==> src/rtl/serial_add_ctrl_if.sv <==
// Handshake/result bundle for serial_add_ctrl: the requester drives start/a/b,
// the adder returns busy/done and the registered sum, cout and ovf flags.
interface serial_add_ctrl_if #(
    parameter int WIDTH = 8
) ();
    logic             start;
    logic [WIDTH-1:0] a;
    logic [WIDTH-1:0] b;
    logic             busy;
    logic             done;
    logic [WIDTH-1:0] sum;
    logic             cout;
    logic             ovf;

    modport master (
        output start, a, b,
        input  busy, done, sum, cout, ovf
    );

    modport slave (
        input  start, a, b,
        output busy, done, sum, cout, ovf
    );
endinterface

==> src/rtl/serial_add_ctrl.sv <==
// Bit-serial adder (LSB first, one bit per clock) with an IDLE/RUN/DONE controller.
// Optional macro SERIAL_ADD_OVF_EN enables the two's-complement overflow flag.
module serial_add_ctrl #(
    parameter int WIDTH = 8
) (
    input  logic                clk,
    input  logic                rst,
    serial_add_ctrl_if.slave    bus
);
    localparam int CW = $clog2(WIDTH) + 1;

    localparam logic [1:0] S_IDLE = 2'd0;
    localparam logic [1:0] S_RUN  = 2'd1;
    localparam logic [1:0] S_DONE = 2'd2;

    logic [1:0]       r_state;
    logic [CW-1:0]    r_cnt;
    logic [WIDTH-1:0] r_a;
    logic [WIDTH-1:0] r_b;
    logic [WIDTH-1:0] r_res;
    logic [WIDTH-1:0] r_sum;
    logic             r_carry;
    logic             r_cout;

    // Shared full-adder cell built from two half adders.
    logic w_hs1, w_hc1, w_s, w_hc2, w_c, w_last;
    logic [WIDTH-1:0] w_res_next;

    assign w_hs1      = r_a[0] ^ r_b[0];
    assign w_hc1      = r_a[0] & r_b[0];
    assign w_s        = w_hs1 ^ r_carry;
    assign w_hc2      = w_hs1 & r_carry;
    assign w_c        = w_hc1 | w_hc2;
    assign w_last     = (r_cnt == CW'(WIDTH - 1));
    assign w_res_next = {w_s, r_res[WIDTH-1:1]};

    always_ff @(posedge clk) begin
        if (rst) begin
            r_state <= S_IDLE;
            r_cnt   <= '0;
            r_carry <= 1'b0;
            r_a     <= '0;
            r_b     <= '0;
            r_res   <= '0;
            r_sum   <= '0;
            r_cout  <= 1'b0;
        end else begin
            case (r_state)
                S_IDLE: begin
                    if (bus.start) begin
                        r_a     <= bus.a;
                        r_b     <= bus.b;
                        r_carry <= 1'b0;
                        r_cnt   <= '0;
                        r_state <= S_RUN;
                    end
                end
                S_RUN: begin
                    r_res   <= w_res_next;
                    r_a     <= r_a >> 1;
                    r_b     <= r_b >> 1;
                    r_carry <= w_c;
                    r_cnt   <= r_cnt + 1'b1;
                    // Last bit: publish the completed word as DONE is entered.
                    if (w_last) begin
                        r_sum   <= w_res_next;
                        r_cout  <= w_c;
                        r_state <= S_DONE;
                    end
                end
                S_DONE: begin
                    r_state <= S_IDLE;
                end
                default: begin
                    r_state <= S_IDLE;
                end
            endcase
        end
    end

`ifdef SERIAL_ADD_OVF_EN
    // During the last RUN cycle r_carry is the carry into the MSB.
    logic r_ovf;

    always_ff @(posedge clk) begin
        if (rst) begin
            r_ovf <= 1'b0;
        end else if (r_state == S_RUN && w_last) begin
            r_ovf <= r_carry ^ w_c;
        end
    end

    assign bus.ovf = r_ovf;
`else
    assign bus.ovf = 1'b0;
`endif

    assign bus.busy = (r_state == S_RUN) || (r_state == S_DONE);
    assign bus.done = (r_state == S_DONE);
    assign bus.sum  = r_sum;
    assign bus.cout = r_cout;
endmodule

==> src/flat_wrapper.sv <==
// flat-port wrapper written by rule: the top's interface ports become plain ports
module serial_add_ctrl_flat 
#(
    parameter int WIDTH = 8
)
  (clk, rst, bus_start, bus_a, bus_b, bus_busy, bus_done, bus_sum, bus_cout, bus_ovf);
  serial_add_ctrl_if #(.WIDTH(WIDTH)) bus_i ();
  input  logic clk;
  input  logic rst;
  input wire logic [$bits(bus_i.start)-1:0] bus_start;
  input wire logic [$bits(bus_i.a)-1:0] bus_a;
  input wire logic [$bits(bus_i.b)-1:0] bus_b;
  output wire logic [$bits(bus_i.busy)-1:0] bus_busy;
  output wire logic [$bits(bus_i.done)-1:0] bus_done;
  output wire logic [$bits(bus_i.sum)-1:0] bus_sum;
  output wire logic [$bits(bus_i.cout)-1:0] bus_cout;
  output wire logic [$bits(bus_i.ovf)-1:0] bus_ovf;
  assign bus_i.start = bus_start;
  assign bus_i.a = bus_a;
  assign bus_i.b = bus_b;
  assign bus_busy = bus_i.busy;
  assign bus_done = bus_i.done;
  assign bus_sum = bus_i.sum;
  assign bus_cout = bus_i.cout;
  assign bus_ovf = bus_i.ovf;
  serial_add_ctrl #(.WIDTH(WIDTH)) u_core (.clk(clk), .rst(rst), .bus(bus_i));
endmodule
==> config.mk <==
export PLATFORM = sky130hd
export DESIGN_NAME = serial_add_ctrl_flat
export DESIGN_NICKNAME = d
export VERILOG_FILES = /design/src/rtl/serial_add_ctrl_if.sv /design/src/rtl/serial_add_ctrl.sv /design/src/flat_wrapper.sv
export SDC_FILE = /design/constraint.sdc
export NUM_CORES = 1
export LEC_CHECK = 0
export ABC_AREA = 0
export CAP_MARGIN = 20
export CELL_PAD_IN_SITES_DETAIL_PLACEMENT = 0
export CELL_PAD_IN_SITES_GLOBAL_PLACEMENT = 1
export CORE_UTILIZATION = 38
export DETAILED_ROUTE_END_ITERATION = 6
export HOLD_SLACK_MARGIN = 0.06
export PLACE_DENSITY_LB_ADDON = 0.2
export SYNTH_ARGS = -nofsm -noshare
export SYNTH_HDL_FRONTEND = slang
export SYNTH_SLANG_ARGS = --single-unit
export TNS_END_PERCENT = 30
==> constraint.sdc <==
create_clock -name clk -period 1.9 [get_ports clk]
set_input_delay 0.38 -clock clk [delete_from_list [all_inputs] [get_ports clk]]
set_output_delay 0.38 -clock clk [all_outputs]
set_load 0.02 [all_outputs]
==> run_results.csv, run 1 <==
group,metric,value,unit
worst_setup_path,timing.critical_path.cells,"inv_1 > ha_1 > clkdlybuf4s50_1",
worst_setup_path,ff2ff_setup_slack,0.27,ns
worst_setup_path,worst_reg2reg_path_endpoint,"u_core.bus.sum[7]",
synthesis,synth_xor_area_share,0,%
floorplanning,floorplan.initialDensity,40.3,%
timing,post-route-period-util,96.2,%
timing,tns,0,ns
detailed_routing,drc_errors,0,
power,swShare,23.9,%
clock_tree,tritoncts.num_buffers,5,
synthesis,synth_adder_area_share,4.26,%
clock_tree,cts-root-buf,"clkbuf_8",
power,power.net_switching,446,µW
timing,fin_ws,0.0727,ns
detailed_routing,routed_wire_length_per_instance,12.6,µm
worst_setup_path,critical_path_required,1.52,ns
clock_tree,postCtsResizedCells,1,
worst_setup_path,critPathMaxFanout,3,
floorplanning,design.die.area,4600,µm²
power,power_density,880,nW/µm²
synthesis,post_synthesis_compound_gate_area_fraction,14.2,%
synthesis,synth-simple-area-share,15.4,%
global_routing,grt_first_pass_wirelength,5.49,mm
global_routing,largest_net_degree_at_the_start_of_global_routing,40,
synthesis,ys_types,26,
cells_and_area,finalNonFillerCells,257,
worst_setup_path,crit_type,"flip-flop to output pin",
synthesis,yosys_most_used_dff,"dfxtp_1",
power,share_of_power_burned_in_registers,47.4,%
place,dpl.cell_count,249,
worst_setup_path,worstSetupPathDepth,3,
worst_setup_path,worst_r2r_startpoint,"u_core.r_state[1]",
detailed_routing,vias_per_cell,5.16,
synthesis,synth.ff_latch_count,39,
cells_and_area,final_nets,230,
clock_tree,hold_buffers,0,
cells_and_area,num_antenna_cells,0,
synthesis,synth_area,1650,µm²
global_routing,via_count_of_the_first_global_routing_pass,1258,
hold_path,timing.hold.worst.class,"flip-flop to flip-flop",
timing,min_period,1.83,ns
timing,rsz_0062_raised_after_global_routing,"false",
detailed_routing,drt-initial-drc-count,44,
synthesis,synthesis.yosys.warnings,0,
hold_path,min_path_cells,2,
floorplanning,io_pins,31,
synthesis,synth_nets,200,
detailed_routing,post_detailed_route_count_of_antenna_violating_nets,0,
clock_tree,post_cts.repair.setup_buffers,0,
power,irDropWorstVdd,0.386,mV
worst_setup_path,crit_path_start_kind,"flip-flop",
worst_setup_path,cp_data_arrival_time,1.45,ns
clock_tree,clock_tree.htree_level_count,2,
worst_setup_path,crit_start,"u_core.r_state[0]",
floorplanning,rows,23,
power,internal-power,1420,µW
synthesis,synth-seq-area-share,47.5,%
synthesis,number_of_standard_cells_after_synthesis,176,
clock_tree,cts_sink_cnt,39,
floorplanning,floorplan.core_area,4090,µm²
power,combPwrFrac,14.7,%
timing,hold_viol_final,0,
synthesis,synth_enable_flop_cells,0,
cells_and_area,post_route_cells_drive_above_1_share,7.73,%
worst_setup_path,endpoint,"bus_done",
synthesis,largest_family_of_logic_cells_by_synthesized_area,"simple AND/OR/NAND/NOR gates",
worst_setup_path,worst_setup_path_end_kind,"output pin",
synthesis,asyncSetResetFlopFracSynth,0,%
place,dp_slack,0.195,ns
worst_setup_path,buffers_and_inverters_on_the_worst_path,2,
detailed_routing,wl,3.25,mm
worst_setup_path,cp_top_family,"buffers and inverters",
power,pwr-share-clk,37.9,%
floorplanning,die_x,67.8,µm
timing,timing_max_transition_violations_final,0,
detailed_routing,detailedRoute.firstPassIterationCount,4,
global_routing,grt_antenna_before_repair,0,
clock_tree,cts_max_path_buffers,2,
worst_setup_path,critPathMaxStageDelay,0.59,ns
global_routing,grt_overflow_total,0,
clock_tree,worst_setup_hold_path_clk_slew,0.07,ns
cells_and_area,flow.area_growth_from_synthesis,29.1,%
timing,clock-skew-final,0.00544,ns
floorplanning,die_h,67.8,µm
timing,maximum_frequency_from_static_timing_analysis,547,MHz
place,place_hpwl,2.16,mm
worst_setup_path,critPathSlowestCell,"clkdlybuf4s50_1",
place,gp_congestion,0.745,
place,portBuffers,29,
synthesis,synth_area_per_cell,9.35,µm²
worst_setup_path,ff2ff_path_depth,6,
synthesis,muxShareOfSynthArea,14.1,%
clock_tree,cts_tree,"yes",
clock_tree,clock_insertion_delay_worst_skew,0.29,ns
timing,setup_violation_total_in_the_final_timing_report,0,
status,outcome,"finished, final reports clean",
power,leakage,0.000782,µW
global_routing,grt.total_usage,16.5,%
job,max_cap_violations,0,
detailed_routing,routed-via-count,1325,
-- worst min path at each step --
stage	to	start	slack [ns]
after floorplan	u_core.bus.sum[0]	u_core.r_res[1]	0.43
after global placement	u_core.bus.sum[3]	u_core.bus.sum[3]	0.44
after detailed placement	u_core.r_a[7]	u_core.r_a[7]	0.44
after CTS	u_core.bus.sum[4]	u_core.bus.sum[4]	0.46
after global routing	u_core.bus.sum[2]	u_core.bus.sum[2]	0.48
final	u_core.bus.sum[5]	u_core.bus.sum[5]	0.45
-- final cells by class --
| cell class | count | area [µm²] |
|---|---|---|
| Multi-Input combinational cell | 122 | 793 |
| Clock buffer | 6 | 82.6 |
| Inverter | 3 | 11.3 |
| Sequential cell | 39 | 781 |
| Timing Repair Buffer | 35 | 359 |
| Fill cell | 395 | 1960 |
| Tap cell | 50 | 62.6 |
| Clock inverter | 2 | 35.0 |
-- synth_stat cells (all sizes together), types with 2 or more instances --
library cell  count  share of area (%)
a21oi            14                4.3
ha                4                3.0
dfxtp            39                 47
a32oi             2                1.1
o21ai             2               0.61
nor2             23                5.2
buf               6                2.3
nand3             4                1.2
nand4b            2                1.1
nand2            22                5.0
inv               3               0.68
a211oi           16                7.3
clkbuf            6                1.4
mux2i            22                 13
-- sequential cells by signal (all words and copies together) (netlist names) --
register and flops:
u_core.r_carry 1, u_core.r_a 8, u_core.bus.sum 8, u_core.bus.cout 1, u_core.r_res 7, u_core.r_b 8, u_core.r_cnt 4, u_core.r_state 2
-- power by group through the flow --
stage	sequential, µW	clock [µW]	combinational, µW
finish	887	710	274
global route	893	764	300
CTS	886	738	276
detailed placement	905	0	276
global placement	904	0	268
floorplan	899	0	185
-- stage by stage --
stage | total power [µW] | cell area [µm²] | utilization, % | hold slack (ns)
after global routing | 1960 | 2120 | 52.0 | 0.480
final | 1870 | 2120 | 52.0 | 0.454
after global placement | 1170 | 2010 | 49.1 | 0.443
after floorplan | 1080 | 1650 | - | 0.431
after detailed placement | 1180 | 2010 | 49.1 | 0.445
after CTS | 1900 | 2120 | 52.0 | 0.459
-- placed cells by master (no fill, tap or decap), drive strengths merged --
master and n:
or2b 1, and4b 1, buf 6, clkinv 1, fa 1, nor2b 1
nand2 22, or4 1, conb 1, dlygate4sd2 1, mux2i 22, ha 4
dfxtp 39, inv 3, nand3b 1, and3b 1, a211oi 16, a21oi 14
nand3 4, o21ai 2, mux2 1, a32oi 2, o21ba 1, clkdlybuf4s50 28
a31oi 1, bufinv 1, nor2 23, clkbuf 6, nand4b 2
-- metal layers --
| layer | track usage (%) | wire (µm) | up-vias |
|---|---|---|---|
| met3 | 4.05 | 118 | 7 |
| met2 | 24.9 | 1410 | 26 |
| li1 | - | - | 672 |
| met4 | 10.2 | 79 | 0 |
| met5 | 0 | 0 | - |
| met1 | 20.9 | 1640 | 620 |
-- cell families after synthesis --
family	Yosys count
compound gates	36
fa+ha+maj	5
buf+inv	15
flops	39
mux	23
other cells	1
simple gates	57
-- tightest hold or removal path, delay by kind of cell, from the launching register on --
family           cells  cell delay (ns)
flip-flops           1             0.31
AO/OA/AOI/OAI        1             0.05
AND/OR/NAND/NOR      1             0.05
Note: power is estimated with default switching activity, not from simulation.
==> inputs of run 2 (changes only) <==
==> constraint.sdc (replaced) <==
create_clock -name clk -period 1.8 [get_ports clk]
set_input_delay 0.36 -clock clk [delete_from_list [all_inputs] [get_ports clk]]
set_output_delay 0.36 -clock clk [all_outputs]
set_load 0.02 [all_outputs]
==> run_results.csv, run 2 (synthesis results as in run 1) <==
group,metric,value,unit
status,outcome,"finished, final reports clean",
worst_setup_path,ff2ff_setup_slack,0.23,ns
cells_and_area,finalNonFillerCells,258,
global_routing,gr-max-usage-layer,"met2",
floorplanning,die_x,67.8,µm
detailed_routing,drc_errors,0,
timing,min_period,1.67,ns
timing,clock-skew-final,0.00951,ns
global_routing,grt_util_met2,25.2,%
detailed_routing,detailedRoute.firstPassIterationCount,4,
job,max_cap_violations,0,
clock_tree,hold_buffers,0,
clock_tree,cts-root-buf,"clkbuf_8",
global_routing,grt_overflow_total,0,
hold_path,timing.hold.worst.class,"flip-flop to flip-flop",
global_routing,via_count_of_the_first_global_routing_pass,1219,
global_routing,grt_util_met3,4.05,%
worst_setup_path,worst_reg2reg_path_endpoint,"u_core.bus.sum[7]",
worst_setup_path,worst_r2r_startpoint,"u_core.r_state[1]",
cells_and_area,final_nets,231,
timing,rsz_0062_raised_after_global_routing,"false",
cells_and_area,flow.area_growth_from_synthesis,29.6,%
timing,hold_viol_final,0,
worst_setup_path,timing.critical_path.cells,"inv_1 > ha_1 > dlygate4sd2_1",
floorplanning,io_pins,31,
detailed_routing,vias_per_cell,5.09,
cells_and_area,num_antenna_cells,0,
power,power_density,924,nW/µm²
global_routing,grt_first_pass_wirelength,5.41,mm
detailed_routing,drt-initial-drc-count,41,
worst_setup_path,worst_setup_path_end_kind,"output pin",
timing,timing.hold.ws,0.455,ns
detailed_routing,post_detailed_route_count_of_antenna_violating_nets,0,
cells_and_area,most_frequent_standard_cell_in_the_layout_excluding_fill_and_tap_cells,"dfxtp_1",
global_routing,grt_util_met1,20.2,%
worst_setup_path,crit_path_start_kind,"flip-flop",
cells_and_area,utilization_after_layout,52.2,%
timing,post-route-period-util,92.6,%
global_routing,grt_antenna_before_repair,0,
worst_setup_path,critPathSlowestCell,"dfxtp_1",
timing,maximum_frequency_from_static_timing_analysis,600,MHz
place,dpl.cell_count,249,
detailed_routing,routed-via-count,1312,
hold_path,timing.hold.worst.start,"u_core.bus.sum[4]",
place,place_hpwl,2.26,mm
power,irDropWorstVdd,0.485,mV
worst_setup_path,critical_path_required,1.44,ns
worst_setup_path,critPathMaxStageDelay,0.34,ns
worst_setup_path,cp_top_family,"buffers and inverters",
worst_setup_path,crit_type,"flip-flop to output pin",
clock_tree,tritoncts.num_buffers,5,
worst_setup_path,cp_data_arrival_time,1.31,ns
cells_and_area,post_route_cells_drive_above_1_share,8.65,%
detailed_routing,wl,3.30,mm
place,gp_congestion,0.739,
place,portBuffers,29,
global_routing,largest_net_degree_at_the_start_of_global_routing,40,
clock_tree,cts_max_path_buffers,2,
cells_and_area,layout.cells.most_common_list,"39 x dfxtp_1, 27 x clkdlybuf4s50_1, 23 x nor2_1, 22 x nand2_1, 22 x mux2i_1",
global_routing,grt.total_usage,15.8,%
clock_tree,cts_tree,"yes",
floorplanning,floorplan.core_area,4090,µm²
timing,setup_violation_total_in_the_final_timing_report,0,
timing,tns,0,ns
clock_tree,clock_insertion_delay_worst_skew,0.29,ns
hold_path,min_path_cells,2,
clock_tree,clock_tree.htree_level_count,2,
worst_setup_path,ff2ff_path_depth,6,
floorplanning,floorplan.initialDensity,40.3,%
floorplanning,die_h,67.8,µm
timing,timing_max_transition_violations_final,0,
hold_path,whs_endpoint,"u_core.bus.sum[4]",
worst_setup_path,critPathMaxFanout,3,
worst_setup_path,buffers_and_inverters_on_the_worst_path,2,
clock_tree,worst_setup_hold_path_clk_slew,0.08,ns
power,leakage,0.000790,µW
floorplanning,rows,23,
clock_tree,cts_sink_cnt,39,
detailed_routing,routed_wire_length_per_instance,12.8,µm
floorplanning,design.die.area,4600,µm²
run 2: cell count changes in the layout (fill, tap and decap cells not counted):
cell             before  now
and4b_1               1    0
and4b_2               0    1
buf_4                 4    5
clkdlybuf4s50_1      28   27
dlygate4sd2_1         1    2
run 2: worst max path at each step:
stage	depth (start not counted)	to	start
after floorplan	5	u_core.r_cnt[3]	u_core.r_state[0]
after detailed placement	6	u_core.bus.sum[0]	u_core.r_state[1]
after CTS	6	u_core.bus.sum[0]	u_core.r_state[1]
after global routing	3	bus_busy	u_core.r_state[1]
final	3	bus_busy	u_core.r_state[0]
after global placement	4	u_core.r_cnt[3]	bus_start
run 2: cell type report:
cell class	count	area, µm²
fillers	375	1950
multi-input cells	122	795
flip-flops and latches	39	781
repair buffers	36	365
clock buffers	6	82.6
well taps	50	62.6
clock inverters	2	35.0
inverters	3	11.3
run 2: per-stage QoR:
step / total power, µW / worst slack, ns / instance area, µm²
global placement: 1240 / 0.145 / 2010
floorplan: 1140 / 0.291 / 1650
CTS: 1990 / 0.107 / 2120
finish: 1970 / 0.132 / 2130
detailed placement: 1250 / 0.0837 / 2010
global route: 2070 / 0.0721 / 2130
run 2: tightest hold or removal path: cells and delay by family (launching register included):
family	cells	cell delay [ns]
AO/OA/AOI/OAI	1	0.05
flip-flops	1	0.31
AND/OR/NAND/NOR	1	0.05
run 2: what timing repair did:
| action | CTS | global route |
|---|---|---|
| endpoints found under the setup margin | 2 | 2 |
| hold endpoints to repair | 0 | 0 |
| pin swaps | 0 | 1 |
| buffers inserted | 0 | 1 |
| resized for setup | 2 | 1 |
| gates cloned | 0 | 0 |
run 2: report_power, final:
group	total [µW]	internal [µW]	switching [µW]
registers	937	910	26.9
logic	288	145	143
clock network	746	448	297
total	1970	1500	467
run 2: per-layer routing:
layer  vias up  wire, µm
met5         -         0
met4         0        36
met3         5       109
met2        19      1510
met1       612      1640
li1        676         -
==> inputs of run 3 (changes only) <==
--- a/config.mk
+++ b/config.mk
@@ -11,6 +11,7 @@
 export CELL_PAD_IN_SITES_GLOBAL_PLACEMENT = 1
 export CORE_UTILIZATION = 38
 export DETAILED_ROUTE_END_ITERATION = 6
+export GPL_TIMING_DRIVEN = 1
 export HOLD_SLACK_MARGIN = 0.06
 export PLACE_DENSITY_LB_ADDON = 0.2
 export SYNTH_ARGS = -nofsm -noshare
==> results of run 3 <==
No change in the layout: final DEF, timing and power equal those of run 2.
